## config.mk

```make
export PLATFORM = sky130hd
export DESIGN_NAME = rom_arbiter
export DESIGN_NICKNAME = d
export VERILOG_FILES = /design/src/rtl/rom_arbiter_pkg.sv /design/src/rtl/rom_arb_burst.sv /design/src/rtl/rom_arbiter.sv
export SDC_FILE = /design/constraint.sdc
export NUM_CORES = 1
export LEC_CHECK = 0
export ABC_AREA = 1
export BUFFER_PORTS_ARGS = -buffer_cell sky130_fd_sc_hd__buf_2
export CAP_MARGIN = 20
export CORE_MARGIN = 5
export CORE_UTILIZATION = 43
export DETAILED_ROUTE_END_ITERATION = 8
export GPL_TIMING_DRIVEN = 1
export PLACE_DENSITY = 0.9
export RECOVER_POWER = 100
export SKIP_LAST_GASP = 1
export SYNTH_ARGS = -nofsm -noshare
export SYNTH_HDL_FRONTEND = slang
export SYNTH_SLANG_ARGS = --single-unit
```

## constraint.sdc

```tcl
create_clock -name clk -period 3.9 [get_ports clk]
set_clock_uncertainty 0.05 [all_clocks]
set_input_delay 0.78 -clock clk [delete_from_list [all_inputs] [get_ports clk]]
set_output_delay 0.78 -clock clk [all_outputs]
set_load 0.05 [all_outputs]
```

## src/rtl/rom_arbiter_pkg.sv

```systemverilog
// rom_arbiter_pkg: shared constants and encodings for the ROM arbiter.
// Holds ROM geometry, burst length, FSM state and read-owner tag encodings.
// Imported by rom_arbiter and rom_arb_burst.
package rom_arbiter_pkg;

  localparam int ROM_ADDR_W  = 11;
  localparam int ROM_DEPTH   = 1 << ROM_ADDR_W;
  localparam int WORD_DATA_W = 32;
  localparam int BURST_LEN   = 4;
  localparam int BEAT_W      = $clog2(BURST_LEN);

  typedef enum logic {
    ST_IDLE  = 1'b0,
    ST_BURST = 1'b1
  } arb_state_e;

  // Owner tag of an issued ROM access; decides which port sees the read data.
  typedef enum logic {
    OWN_BUS = 1'b0,
    OWN_IF  = 1'b1
  } owner_e;

endpackage

```

## src/rtl/rom_arb_burst.sv

```systemverilog
// rom_arb_burst: beat counter and critical-word-first wrap address generator.
// Ports: clk/reset; load_i captures the first-beat address (beat 0 is issued
//   by the parent), adv_i steps one beat; addr_o is the current beat address,
//   last_o flags the final beat of the burst.
module rom_arb_burst
  import rom_arbiter_pkg::*;
#(
  parameter int ADDR_W = ROM_ADDR_W
) (
  input  logic              clk,
  input  logic              reset,
  input  logic              load_i,
  input  logic              adv_i,
  input  logic [ADDR_W-1:0] addr_i,
  output logic [ADDR_W-1:0] addr_o,
  output logic              last_o
);

  logic [BEAT_W-1:0] beat_q, beat_d;
  logic [ADDR_W-1:0] base_q, base_d;
  logic [BEAT_W-1:0] low_sum;

  always_comb begin
    beat_d = beat_q;
    base_d = base_q;
    if (load_i) begin
      // Beat 0 goes out in the load cycle, so the next beat issued is 1.
      beat_d = BEAT_W'(1);
      base_d = addr_i;
    end else if (adv_i) begin
      beat_d = beat_q + 1'b1;
    end
  end

  // Low bits wrap modulo the burst length; upper bits stay fixed.
  assign low_sum = base_q[BEAT_W-1:0] + beat_q;
  assign addr_o  = {base_q[ADDR_W-1:BEAT_W], low_sum};
  assign last_o  = (beat_q == BEAT_W'(BURST_LEN - 1));

  always_ff @(posedge clk or negedge reset) begin
    if (!reset) begin
      beat_q <= '0;
      base_q <= '0;
    end else begin
      beat_q <= beat_d;
      base_q <= base_d;
    end
  end

endmodule

```

## src/rtl/rom_arbiter.sv

```systemverilog
// rom_arbiter: two-port read arbiter in front of a single-port synchronous ROM.
// Grant and rom_addr in cycle N, rvalid/rdata one cycle later; a fetch burst
//   blocks all grants for its remaining three beats.
// Ports: clk/reset; if_* fetch port (single or 4-beat wrap burst); bus_* bus
//   port (single reads); rom_addr/rom_douta to the ROM.
// Config macro ROM_ARB_RR_EN: round-robin on simultaneous requests; undefined
//   gives fixed priority to the fetch port.
module rom_arbiter
  import rom_arbiter_pkg::*;
#(
  parameter int ADDR_W = ROM_ADDR_W,
  parameter int DATA_W = WORD_DATA_W
) (
  input  logic              clk,
  input  logic              reset,
  input  logic              if_req,
  input  logic              if_burst,
  input  logic [ADDR_W-1:0] if_addr,
  output logic              if_gnt,
  output logic              if_rvalid,
  output logic [DATA_W-1:0] if_rdata,
  output logic              if_last,
  input  logic              bus_req,
  input  logic [ADDR_W-1:0] bus_addr,
  output logic              bus_gnt,
  output logic              bus_rvalid,
  output logic [DATA_W-1:0] bus_rdata,
  output logic [ADDR_W-1:0] rom_addr,
  input  logic [DATA_W-1:0] rom_douta
);

  arb_state_e        state_q, state_d;
  logic              rvalid_q, rvalid_d;
  owner_e            owner_q, owner_d;
  logic              last_q, last_d;
  logic [ADDR_W-1:0] addr_q, addr_d;
`ifdef ROM_ARB_RR_EN
  owner_e            rr_q, rr_d;     // port granted most recently
`endif

  logic              if_win, bus_win;
  logic              in_burst, burst_start, burst_last, issue;
  logic [ADDR_W-1:0] burst_addr, issue_addr;

  // Grants are gated by reset so nothing is granted while reset is held.
  assign in_burst = reset && (state_q == ST_BURST);

  always_comb begin
    if_win  = 1'b0;
    bus_win = 1'b0;
    if (reset && (state_q == ST_IDLE)) begin
`ifdef ROM_ARB_RR_EN
      if (if_req && bus_req) begin
        if_win  = (rr_q == OWN_BUS);
        bus_win = (rr_q == OWN_IF);
      end else begin
        if_win  = if_req;
        bus_win = bus_req;
      end
`else
      if_win  = if_req;
      bus_win = bus_req && !if_req;
`endif
    end
  end

  assign burst_start = if_win && if_burst;
  assign issue       = if_win || bus_win || in_burst;
  assign if_gnt      = if_win;
  assign bus_gnt     = bus_win;

  always_comb begin
    issue_addr = burst_addr;
    if (if_win) begin
      issue_addr = if_addr;
    end else if (bus_win) begin
      issue_addr = bus_addr;
    end
  end

  // Idle cycles keep presenting the last issued address.
  assign rom_addr = issue ? issue_addr : addr_q;

  rom_arb_burst #(
    .ADDR_W (ADDR_W)
  ) u_burst (
    .clk    (clk),
    .reset  (reset),
    .load_i (burst_start),
    .adv_i  (in_burst),
    .addr_i (if_addr),
    .addr_o (burst_addr),
    .last_o (burst_last)
  );

  always_comb begin
    state_d  = state_q;
    rvalid_d = issue;
    owner_d  = owner_q;
    last_d   = 1'b0;
    addr_d   = rom_addr;
`ifdef ROM_ARB_RR_EN
    rr_d     = rr_q;
`endif
    case (state_q)
      ST_IDLE:  if (burst_start) state_d = ST_BURST;
      ST_BURST: if (burst_last)  state_d = ST_IDLE;
      default:  state_d = ST_IDLE;
    endcase
    if (if_win) begin
      owner_d = OWN_IF;
      last_d  = !if_burst;
`ifdef ROM_ARB_RR_EN
      rr_d    = OWN_IF;
`endif
    end else if (bus_win) begin
      owner_d = OWN_BUS;
      last_d  = 1'b1;
`ifdef ROM_ARB_RR_EN
      rr_d    = OWN_BUS;
`endif
    end else if (in_burst) begin
      owner_d = OWN_IF;
      last_d  = burst_last;
    end
  end

  always_ff @(posedge clk or negedge reset) begin
    if (!reset) begin
      state_q  <= ST_IDLE;
      rvalid_q <= 1'b0;
      owner_q  <= OWN_BUS;
      last_q   <= 1'b0;
      addr_q   <= '0;
`ifdef ROM_ARB_RR_EN
      rr_q     <= OWN_BUS;
`endif
    end else begin
      state_q  <= state_d;
      rvalid_q <= rvalid_d;
      owner_q  <= owner_d;
      last_q   <= last_d;
      addr_q   <= addr_d;
`ifdef ROM_ARB_RR_EN
      rr_q     <= rr_d;
`endif
    end
  end

  // Read data is steered by the owner tag and forced to zero when not valid.
  assign if_rvalid  = rvalid_q && (owner_q == OWN_IF);
  assign bus_rvalid = rvalid_q && (owner_q == OWN_BUS);
  assign if_rdata   = if_rvalid  ? rom_douta : '0;
  assign bus_rdata  = bus_rvalid ? rom_douta : '0;
  assign if_last    = if_rvalid && last_q;

endmodule

```

# After elaboration in Yosys (flattened, before gate mapping)

Index checks and enable logic that the tools add are counted.

$add $sub $neg: 2
Reduce and logical (&&, ||, !) cells: 13
Muxes and demuxes: 18
Equality and inequality tests: 1
Bitwise logic cells: 2

Operators with widths:

| operator              | number |
|---|---|
| $mux W32              | 2 |
| $mux W11              | 3 |
| $mux W1               | 10 |
| $logic_and A1 B1 Y1   | 7 |
| $mux W2               | 2 |
| $reduce_bool A3 Y1    | 1 |
| $add A2 B1 Y2 const B | 1 |
| $add A2 B2 Y2         | 1 |
| $eq A2 B2 Y1 const B  | 1 |
| $logic_not A1 Y1      | 2 |
| $logic_or A1 B1 Y1    | 2 |
| $not A1 Y1            | 2 |
| $pmux W1 S2           | 1 |
| $reduce_bool A2 Y1    | 1 |

Input port bits: 59
Logic and storage cells: 43
Output and inout port bits: 80
Flip-flop bits (word level): 28

# Logic depth before layout (Yosys ltp)

Depth after elaboration: 6
Gate-level depth with buffers: 9
Gate-level depth less buffers: 9

# By module

A second synthesis with hierarchy kept.

Cells, all modules: 302
Area total of the unflattened synthesis: 1898.1 um^2

Modules (own cells, without submodules):

| module        | sequential area each (um^2) | area an instance (um^2) | cells an instance | instances |
|---|---|---|---|---|
| rom_arbiter   | 375.4                       | 1271.2                  | 228               | 1 |
| rom_arb_burst | 325.3                       | 626.9                   | 74                | 1 |

# Worst setup path before layout

No wires, ideal clock.

Path type: input to output
From: input reset
To: output rom_addr[0]
Path buffers: 1
Arrival time: 1.696 ns
Cell stages on the path: 8
Setup slack: 1.374 ns
Cell sequence: inv_1 nor2_4 o21ai_2 buf_2 nand2_1 nand3_1 nand2_1 nand2_1

Cells in the longest elaborated chain, start to end: 5
Elaborated cells between the ends (all ways): 9

RTL lines:

| element                                               | line                                 | source |
|---|---|---|
| from (decl)                                           | rom_arbiter.sv:15                    | `input logic reset,` |
| $logic_and A1 B1 Y1                                   | rom_arbiter.sv:51                    | `if (reset && (state_q == ST_IDLE)) begin` |
| $mux W1                                               | rom_arbiter.sv:51                    |  |
| $mux W11 / $logic_or A1 B1 Y1 (equally long branches) | rom_arbiter.sv:76, rom_arbiter.sv:68 |  |
| $mux W11 / $logic_or A1 B1 Y1 (equally long branches) | rom_arbiter.sv:74, rom_arbiter.sv:68 |  |
| $mux W11 *                                            | rom_arbiter.sv:82                    | `assign rom_addr = issue ? issue_addr : addr_q;` |
| to (decl)                                             | rom_arbiter.sv:28                    | `output logic [ADDR_W-1:0] rom_addr,` |

Mark *: on every way between the ends. The rest lies on a longest branch, timed or not.

# Worst setup path after layout

From: input reset
To: output rom_addr[6]

The elaborated chain is that of the path after synthesis.

==> metrics.txt <==
Tightest Hold Check Type=input port to asynchronous set/reset pin; GR Util met2=34.43%; Min Clock Period, post-route=3.436 ns; Sw Ratio=60.18%; worst-path cell chain=clkbuf_1 > inv_1 > nor2_4 > o21ai_0 > buf_4 > nand2_2 > inv_2 > nand2_1 > nand2_1 > clkbuf_2; post-synthesis sequential area ratio=between 30% and 40%; CP bufs+invs=5; Pre-antenna DRT Iters=5; most common cell after layout, fill and taps aside=nand2_1; Syn-to-layout area delta=36.81%; CP Capture Type=output port; Final nets=about 490; post-CTS resize count=0; Ys Warns=0; Clock Path Buffers=2; flop2flop setup slack=about 2 ns; CTS tree=built; die height=about 75 microns; placed insts=471; Psw=about 1.2 mW; Avg WL per Cell=12.75 microns; Clk pin slew, worst setup/hold paths=about 0.09 ns; worst endpoint required time=just over 3 ns; Setup CP Type=input port to output port; Layout Cells excl Fill=around 480; Gate Count Post-Synth=295; unique cell type count in the Yosys netlist=18; CTS Hold Bufs=0; ant diodes=0; Seq cells post-synth=28; Final Setup Violations=0; # IOs=139; via count=2,220; Post-Syn Nets=356; Comb pwr share=65.2%; cell mode on critical path=nand2_1; Max-Cap Viols=0; Slew headroom=a little over a tenth; status=complete, no violations; Synth area leader=dfrtp_1; Worst path depth=10; H-tree depth=1; worst-skew pair later-pin latency=between 0.2 and 0.3 ns; Leak=around 1.5 nW; critical-path maximum fanout=14; Seq pwr share=a little under a quarter; Post-DRT Antenna Nets=0; Chip Width=between 70 and 80 microns; Fmax achieved=~0.29 GHz; RePlAce Congestion=approximately 0.89; Synth area leaders=dfrtp_1 (38%), nand2_1 (19%), nor2_1 (14%), nand3_1 (9.9%), inv_1 (9.7%); DR vias/cell=~4.7; Detailed Route Iter0 Violations=87; top-area cell type share of the netlist area=approximately two fifths; Post-Route WL=about 6000 microns; Top delay family on crit path=buffers and inverters; Worst EP arrival=~2.6 ns; fillcell total=around 400; Register Area=between 700 and 800 sq um; Post-CTS Setup Inserts=0; grt peak-use layer=met2; final worst-path cycle share=between 80% and 90%; Root Buffer Master=clkbuf_8; max-slew violations=0; Int Pwr=slightly above 800 uW; footprint of the multi-input gates=860.8 sq um; peak supply drop=~0.48 mV; Clock Power Share=between 10% and 20%; CP max stage delay=between 0.2 and 0.3 ns; post-synthesis cell area=~1800 sq um; Hold Fails Final Rpt=0; RSZ-0062 raised after global routing=false; Die ar.=around 5600 sq um; vias in the first global route=1,977; pin count of the biggest net entering global routing=35; DRC viols=0; most frequent cells in the layout=nand2_1 (91), clkbuf_1 (71), buf_2 (67), nor2_1 (66), inv_1 (47); slowest CP cell=nor2_4; initial antenna violation count=0; Port Buf Inserts=approximately 140; layout cells sized above 1=18.82%; M3 GR Usage=3.338%; clk sink count=28; Slew @ Worst Pin=1.336 ns; core area=4058 sq um; GR Util All Layers=approximately a fifth; crit path launch type=input port; Initial Util=44.99%; Syn Area/Cell=between 6 and 7 sq um; pwr dens=820.1 nW/um^2; Rows=23; HPWL Detailed=4680 microns; met1 Resource Use GR=between 20% and 30%; R2R cell count=6; CTS Buf Count=3; first-pass GRT wire length=around 8800 microns; grt ovf=0; setup TNS=0 ns
logic make-up (layout without fill, tap and decap cells):
| kind of cell | Yosys count | count (layout) | synth area share (%) |
|---|---|---|---|
| adder cells (fa/ha/maj) | 2 | 2 | 1.371 |
| buffers and inverters | 63 | 193 | 14.26 |
| flip-flops | 28 | 28 | 38.38 |
| AO/OA/AOI/OAI | 5 | 5 | 1.919 |
| AND/OR/NAND/NOR | 197 | 197 | 44.07 |
worst register-to-register path, cell delays in order (launching register included):
cell and delay [ns]:
dfrtp_1 0.44, inv_1 0.09, nand2_1 0.08, nor2_4 0.41, nand2_1 0.45, nand2_1 0.17
nand2_1 0.07
power groups by stage:
stage / clock network (mW) / logic, mW / registers (mW)
after floorplan: 0 / 1.10 / 0.469
after global placement: 0 / 1.34 / 0.487
after detailed placement: 0 / 1.37 / 0.490
after CTS: 0.230 / 1.38 / 0.485
after global routing: 0.240 / 1.44 / 0.502
final: 0.224 / 1.34 / 0.488
routing by layer:
layer	vias to the layer above	share of wire (%)
met5	-	0
met4	0	2.9
met3	18	13
met2	146	47
met1	926	37
li1	1130	-
cells in the mapped netlist (all sizes together):
cell type	n
a21oi	1
a22oi	1
buf	8
clkbuf	7
dfrtp	28
ha	2
inv	48
nand2	92
nand3	36
nor2	68
o21ai	3
or2	1
state kept, by name, summed over array words and instances (netlist names):
register and count:
u_burst.base_q 11, rvalid_q 1, state_q 1, u_burst.beat_q 2
last_q 1, owner_q 1, addr_q 11
final timing paths:
| kind | end | from |
|---|---|---|
| worst min register to register | addr_q[2]$_DFF_PN0_ | addr_q[2]$_DFF_PN0_ |
| worst max register to register | u_burst.base_q[2]$_DFFE_PN0P_ | state_q$_DFF_PN0_ |
| worst min-delay path | u_burst.base_q[10]$_DFFE_PN0P_ | reset |
| worst max-delay path | rom_addr[6] | reset |
| max in group asynchronous | u_burst.beat_q[0]$_DFFE_PN0P_ | reset |
| min in group clk | addr_q[2]$_DFF_PN0_ | addr_q[2]$_DFF_PN0_ |
cell type report:
type	count	share of cell area, %
Clock buffer	3	1.653
Clock inverter	1	1.202
Inverter	48	7.214
Multi-Input combinational cell	204	34.47
Sequential cell	28	28.06
Tap cell	50	2.505
Timing Repair Buffer	141	24.90
stage by stage:
| stage | worst slack (ns) | power [mW] | hold slack [ns] | utilization (%) | instance area [sq um] |
|---|---|---|---|---|---|
| after floorplan | 1.374 | 1.566 | 0.3922 | - | 1826 |
| after global placement | 0.8423 | 1.831 | 0.4045 | 62.13 | 2521 |
| after detailed placement | 0.7430 | 1.859 | 0.4076 | 62.13 | 2521 |
| after CTS | 0.7254 | 2.090 | 0.2517 | 63.89 | 2592 |
| after global routing | 0.2896 | 2.184 | 0.3097 | 61.55 | 2497 |
| final | 0.4637 | 2.048 | 0.3055 | 61.55 | 2497 |
Power figures use the tool's default switching activity.
